File: src/rtl/apb_pwm.sv
// apb_pwm: APB-style responder driving one PWM output from a free-running counter.
// Registers (offsets from baseAddr): 0 CTRL {OVF,INV,EN}, 1 PERIOD, 2 DUTY, 3 CNT (read-only).
// PERIOD/DUTY are double-buffered: bus writes land in shadows, and the active copies
// reload while EN=0 or on the counter wrap cycle.
// Optional build macro: APB_PWM_WAIT_STATE_EN inserts one wait state per in-window access.
module apb_pwm #(
  parameter int          dataWidth = 8,
  parameter int          addrWidth = 32,
  parameter int unsigned baseAddr  = 4
) (
  input  logic                 clk,
  input  logic                 reset,
  input  logic                 sel,
  input  logic                 enable,
  input  logic                 write,
  input  logic [addrWidth-1:0] addr,
  input  logic [dataWidth-1:0] wdata,
  output logic [dataWidth-1:0] rdata,
  output logic                 ready,
  output logic                 slverr,
  output logic                 pwm_out
);

  typedef enum logic [1:0] {
    REG_CTRL   = 2'd0,
    REG_PERIOD = 2'd1,
    REG_DUTY   = 2'd2,
    REG_CNT    = 2'd3
  } reg_e;

  // Register state
  logic                 en_q, inv_q, ovf_q;
  logic [dataWidth-1:0] period_sh_q, period_act_q, duty_sh_q, duty_act_q, cnt_q;
  logic                 pwm_q;

  // Next-state values
  logic                 en_d, inv_d, ovf_d;
  logic [dataWidth-1:0] period_sh_d, period_act_d, duty_sh_d, duty_act_d, cnt_d;
  logic                 pwm_d;

  // Address decode: offset relative to the window base, unsigned compare covers both ends.
  logic [addrWidth-1:0] offset;
  logic                 in_window;
  logic                 access;
  reg_e                 reg_sel;

  assign offset    = addr - addrWidth'(baseAddr);
  assign in_window = (offset < addrWidth'(4));
  assign reg_sel   = reg_e'(offset[1:0]);
  // Reset gates the handshake so an access in flight is dropped immediately.
  assign access    = reset & sel & enable & in_window;

`ifdef APB_PWM_WAIT_STATE_EN
  logic wait_q, wait_d;

  // First access cycle arms the flag; it drops once the transfer completes or sel/enable fall.
  assign wait_d = access & ~wait_q;
  assign ready  = access & wait_q;

  // Wait-state flag register
  always_ff @(posedge clk or negedge reset) begin
    if (!reset) wait_q <= 1'b0;
    else        wait_q <= wait_d;
  end
`else
  assign ready = access;
`endif

  logic wr_en;
  logic wrap;

  assign wr_en  = ready & write;
  assign slverr = ready & write & (reg_sel == REG_CNT);
  assign wrap   = en_q & (cnt_q == period_act_q);

  // Read mux: returns shadow PERIOD/DUTY, live counter; zero outside a completing read.
  always_comb begin
    rdata = '0;
    if (ready && !write) begin
      unique case (reg_sel)
        REG_CTRL:   rdata[2:0] = {ovf_q, inv_q, en_q};
        REG_PERIOD: rdata      = period_sh_q;
        REG_DUTY:   rdata      = duty_sh_q;
        REG_CNT:    rdata      = cnt_q;
      endcase
    end
  end

  // Next-state logic for bus registers, double buffers, counter and PWM output.
  always_comb begin
    // NOTE: every variable gets a default first so no path leaves it unassigned (no latch).
    en_d         = en_q;
    inv_d        = inv_q;
    ovf_d        = ovf_q;
    period_sh_d  = period_sh_q;
    duty_sh_d    = duty_sh_q;
    period_act_d = period_act_q;
    duty_act_d   = duty_act_q;

    if (wr_en) begin
      unique case (reg_sel)
        REG_CTRL: begin
          en_d  = wdata[0];
          inv_d = wdata[1];
          if (wdata[2]) ovf_d = 1'b0;
        end
        REG_PERIOD: period_sh_d = wdata;
        REG_DUTY:   duty_sh_d   = wdata;
        REG_CNT:    ;  // read-only, error flagged via slverr
      endcase
    end

    // Hardware set is applied after the W1C so a coincident wrap wins.
    if (wrap) ovf_d = 1'b1;

    if (!en_q || wrap) begin
      period_act_d = period_sh_q;
      duty_act_d   = duty_sh_q;
    end

    cnt_d = (en_q && !wrap) ? cnt_q + dataWidth'(1) : '0;
    pwm_d = (en_q & (cnt_q < duty_act_q)) ^ inv_q;
  end

  // State registers with asynchronous active-low reset.
  always_ff @(posedge clk or negedge reset) begin
    // NOTE: non-blocking assignments keep every register sampling pre-edge values.
    if (!reset) begin
      en_q         <= 1'b0;
      inv_q        <= 1'b0;
      ovf_q        <= 1'b0;
      period_sh_q  <= '1;
      period_act_q <= '1;
      duty_sh_q    <= '0;
      duty_act_q   <= '0;
      cnt_q        <= '0;
      pwm_q        <= 1'b0;
    end else begin
      en_q         <= en_d;
      inv_q        <= inv_d;
      ovf_q        <= ovf_d;
      period_sh_q  <= period_sh_d;
      period_act_q <= period_act_d;
      duty_sh_q    <= duty_sh_d;
      duty_act_q   <= duty_act_d;
      cnt_q        <= cnt_d;
      pwm_q        <= pwm_d;
    end
  end

  assign pwm_out = pwm_q;

endmodule

File: config.mk
export PLATFORM = sky130hd
export DESIGN_NAME = apb_pwm
export DESIGN_NICKNAME = d
export VERILOG_FILES = /design/src/rtl/apb_pwm.sv
export SDC_FILE = /design/constraint.sdc
export NUM_CORES = 1
export LEC_CHECK = 0
export ABC_AREA = 1
export CAP_MARGIN = 30
export CORE_ASPECT_RATIO = 0.6
export CORE_UTILIZATION = 64
export CTS_CLUSTER_DIAMETER = 200
export DETAILED_ROUTE_END_ITERATION = 8
export DONT_BUFFER_PORTS = 1
export HOLD_SLACK_MARGIN = 0.03
export PLACE_DENSITY = 0.77
export SKIP_LAST_GASP = 1
export SYNTH_ARGS = -nofsm -noshare
export SYNTH_HDL_FRONTEND = slang
export SYNTH_SLANG_ARGS = --single-unit
File: constraint.sdc
create_clock -name clk -period 2.15 [get_ports clk]
set_clock_uncertainty 0.1 [all_clocks]
set_input_delay 0.215 -clock clk [delete_from_list [all_inputs] [get_ports clk]]
set_output_delay 0.215 -clock clk [all_outputs]
set_load 0.005 [all_outputs]
==> flow_metrics.env <==
export IMPL_status="complete, no violations"
export IMPL_grt_pass1_vias=2736
export IMPL_ff2ff_path_depth=8
export IMPL_synth_top_area_cell="dfrtp_1"
export IMPL_min_path_cells=3
export IMPL_totalWireLength_um=8470
export IMPL_cap_violations=0
export IMPL_use_met1_pct=55.8
export IMPL_rows=19
export IMPL_pwr_share_clk_pct=34.4
export IMPL_gp_congestion=0.973
export IMPL_tns_ns=0
export IMPL_slew_violations=0
export IMPL_grt_util_met2_pct=48.0
export IMPL_cpMostUsedCell="nand2_1"
export IMPL_clkTransAtPathRegs_ns=0.08
export IMPL_die_x_um=91.7
export IMPL_coreArea_mm2=0.00461
export IMPL_clock_path_buffers=2
export IMPL_n_antenna_cell=0
export IMPL_numCtsBuffers=5
export IMPL_wl_per_cell_um=16.8
export IMPL_min_from="wdata[2]"
export IMPL_dp_hpwl_um=6300
export IMPL_critPathRequiredTime_ns=1.84
export IMPL_switching_power_uw=371
export IMPL_synth_cells=412
export IMPL_netlist_area_mm2=0.00309
export IMPL_grt_overflow_total=0
export IMPL_antenna_found_initial=0
export IMPL_crit_fanout=5
export IMPL_layout_setup_ws_ns=0.0315
export IMPL_dieArea_mm2=0.00512
export IMPL_cp_end_kind="primary output"
export IMPL_grt_busiest_layer="met1"
export IMPL_r2r_start="period_act_q[1]$_DFFE_PN1N_"
export IMPL_leakage_uw=0.00144
export IMPL_drcViolationCount=0
export IMPL_p_comb_share_pct=9.7
export IMPL_root_buffer="clkbuf_8"
export IMPL_arrival_ns=1.80
export IMPL_path_class="primary input to primary output"
export IMPL_worstReg2RegEnd="duty_act_q[7]$_DFFE_PN0N_"
export IMPL_clock_sinks=44
export IMPL_path_cells="nor2_2 -> nand2_2 -> nor2_4 -> nand2_1 -> nand2_1 -> nand2_1 -> nor2_1 -> nand2_1 -> nor2_4 -> nand3_4 -> nor2_8 -> nand3b_1 -> nor2_1"
export IMPL_p_seq_share_pct=55.9
export IMPL_final_core_utilization_pct=76.9
export IMPL_yosysUniqueCellTypes=40
export IMPL_min_period_ns=2.12
export IMPL_synthArstFlopShare_pct=100
export IMPL_synth_seq_cells=44
export IMPL_die_h_um=55.8
export IMPL_areaGrowthSynthToFinish_pct=14.8
export IMPL_cts_tree="done"
export IMPL_htree_levels=2
export IMPL_p_per_area_mw_per_mm2=418
export IMPL_worst_pin_slew_ns=0.524
export IMPL_clkLatencyLatePin_ns=0.30
export IMPL_syn_avg_cell_area_um2=7.50
export IMPL_cp_num_buf_inv=0
export IMPL_firstDrtPassIters=5
export IMPL_grt_pass1_wl_um=13600
export IMPL_synth_edf_count=0
export IMPL_ios=56
export IMPL_reg2reg_slack_ns=0.20
export IMPL_p_sw_share_pct=25.0
export IMPL_grt_use_total_pct=35.4
export IMPL_finalHoldViolations=0
export IMPL_fin_crit_sh_pct=98.5
export IMPL_max_freq_ghz=0.472
export IMPL_grt_setup_unrepaired="true"
export IMPL_slowest_delay_ns=0.21
export IMPL_worst_slew_margin_rel_pct=64.7
export IMPL_num_vias=2890
export IMPL_ys_warn_count=0
export IMPL_crit_path_start="addr[7]"
export IMPL_startpoint_type="primary input"
export IMPL_start_util_pct=67.0
export IMPL_drtAntennaViolNets=0
export IMPL_holdPathEnd="ovf_q$_DFFE_PN0P_"
export IMPL_grt_max_degree=45
export IMPL_finalNetCount=492
export IMPL_synthFlopType="dfrtp_1"
export IMPL_synth_top_cell_area_share_pct=22.7
export IMPL_drtIter0Drc=217
export IMPL_worstHoldPathType="primary input to flop"
export IMPL_dpl_worst_slack_ns=-0.00265
export IMPL_slowest_stage="nand3b_1"
export IMPL_port_buffers=0
export IMPL_finalSetupViolations=0
export IMPL_drive_above_1_share_pct=26.1
export IMPL_ir_drop_uv=380
export IMPL_p_int_uw=1110
export IMPL_synthTopCellsByArea="dfrtp_1 (23%), nand2_1 (14%), dfstp_2 (14%)"
export IMPL_path_delay_family="simple AND/OR/NAND/NOR gates"
export IMPL_viasPerCell=5.75
export IMPL_use_met3_pct=10.1
export IMPL_syn_nets=465
export IMPL_yosysSeqAreaShare_pct=36.3
## worst register-to-register path, cell delays in order (launching register included)
cell	delay (ns)
dfstp_2	0.53
inv_1	0.05
nand2_1	0.05
nand4_1	0.10
or4_1	0.55
nand2_1	0.15
buf_4	0.18
nand2_1	0.09
o21ai_0	0.08
## metal layers
| metal | vias to the layer above | part of all wire [%] |
|---|---|---|
| met5 | - | 0 |
| met4 | 0 | 0.40 |
| met3 | 5 | 10 |
| met2 | 132 | 40 |
| met1 | 1366 | 49 |
| li1 | 1387 | - |
## what timing repair did
action	in CTS	in global routing
hold endpoints to repair	59	0
setup endpoints to repair	5	10
hold buffers	11	0
gates resized for setup	1	31
pin swaps	0	20
setup buffers	0	4
## kinds of logic after synthesis
logic type | share of synthesized area [%]
buffers and inverters | 7.21
AND/OR/NAND/NOR | 38.6
AO/OA/AOI/OAI | 12.9
XOR/XNOR | 1.70
adder cells (fa/ha/maj) | 3.24
flip-flops | 36.3
## worst max path at each step
| stage | end | slack (ns) | depth (start not counted) |
|---|---|---|---|
| 2_1_floorplan | cnt_q[5]$_DFF_PN0_ | 0.18 | 8 |
| 3_3_place_gp | slverr | -0.03 | 8 |
| 3_5_place_dp | rdata[5] | -0.003 | 9 |
| 4_1_cts | rdata[5] | 0.03 | 11 |
| 5_1_grt | rdata[3] | -0.08 | 11 |
| 6_report | rdata[3] | 0.03 | 13 |
## flip-flops by register name, indices dropped and copies added, names as in the netlist
register,flops
inv_q,1
ovf_q,1
cnt_q,8
period_act_q,8
period_sh_q,8
en_q,1
pwm_out,1
duty_sh_q,8
duty_act_q,8
## cells in the mapped netlist (all sizes together), types with 2 or more instances
| library cell | instances |
|---|---|
| nand2 | 123 |
| nor2 | 78 |
| inv | 46 |
| o21ai | 39 |
| dfrtp | 28 |
| nand3 | 19 |
| dfstp | 16 |
| a221oi | 8 |
| ha | 8 |
| nand4 | 8 |
| a21oi | 7 |
| buf | 5 |
| nor3 | 4 |
| nand3b | 3 |
| xnor2 | 3 |
| xor2 | 3 |
| a21boi | 2 |
| clkinv | 2 |
| nor3b | 2 |
| nor4 | 2 |
## area by class of cell
cell class / count / area (µm²)
multi-input combinational: 314 / 1840
timing repair buffer: 26 / 245
sequential: 44 / 1120
tap: 63 / 78.8
clock inverter: 1 / 5.00
clock buffer: 7 / 76.3
fill: 360 / 1060
inverter: 48 / 183
## power by group through the flow
stage          combinational (µW)  clock, µW  sequential (µW)
2_1_floorplan                78.1          0              844
3_3_place_gp                 94.3          0              844
3_5_place_dp                 95.5          0              844
4_1_cts                       132        512              828
5_1_grt                       160        547              829
6_report                      144        509              828
## layout by cell type (no fill, tap or decap), types with 2 or more instances in the layout
cell type      netlist  layout
a21oi_1              7       7
a221oi_1             8       8
buf_12               0       2
buf_4                0      14
clkbuf_1             1       2
clkbuf_8             0       5
dfrtp_1             28      28
dfstp_2             16      16
dlygate4sd3_1        0      10
ha_1                 8       8
inv_1               45      45
nand2_1            113     106
nand2_2              8      15
nand2_4              2       2
nand3_1             12      12
nand3_2              3       3
nand3_4              4       4
nand3b_1             3       3
nand4_1              7       7
nor2_1              64      47
nor2_2               5      17
nor2_4               8      13
nor3_1               4       4
nor3b_1              2       2
nor4_1               2       2
o21ai_0             14      13
o21ai_1              7       8
o21ai_2             18      18
xnor2_1              3       3
xor2_1               3       2
## stage by stage
step	power [µW]	area, µm²	hold WS [ns]	std cells
floorplan	922	3090	-0.181	412
global placement	938	3220	-0.180	480
detailed placement	939	3220	-0.180	480
CTS	1470	3430	0.0357	499
global route	1540	3550	0.0622	503
finish	1480	3550	0.0445	503
Note: power is estimated with default switching activity, not from simulation.
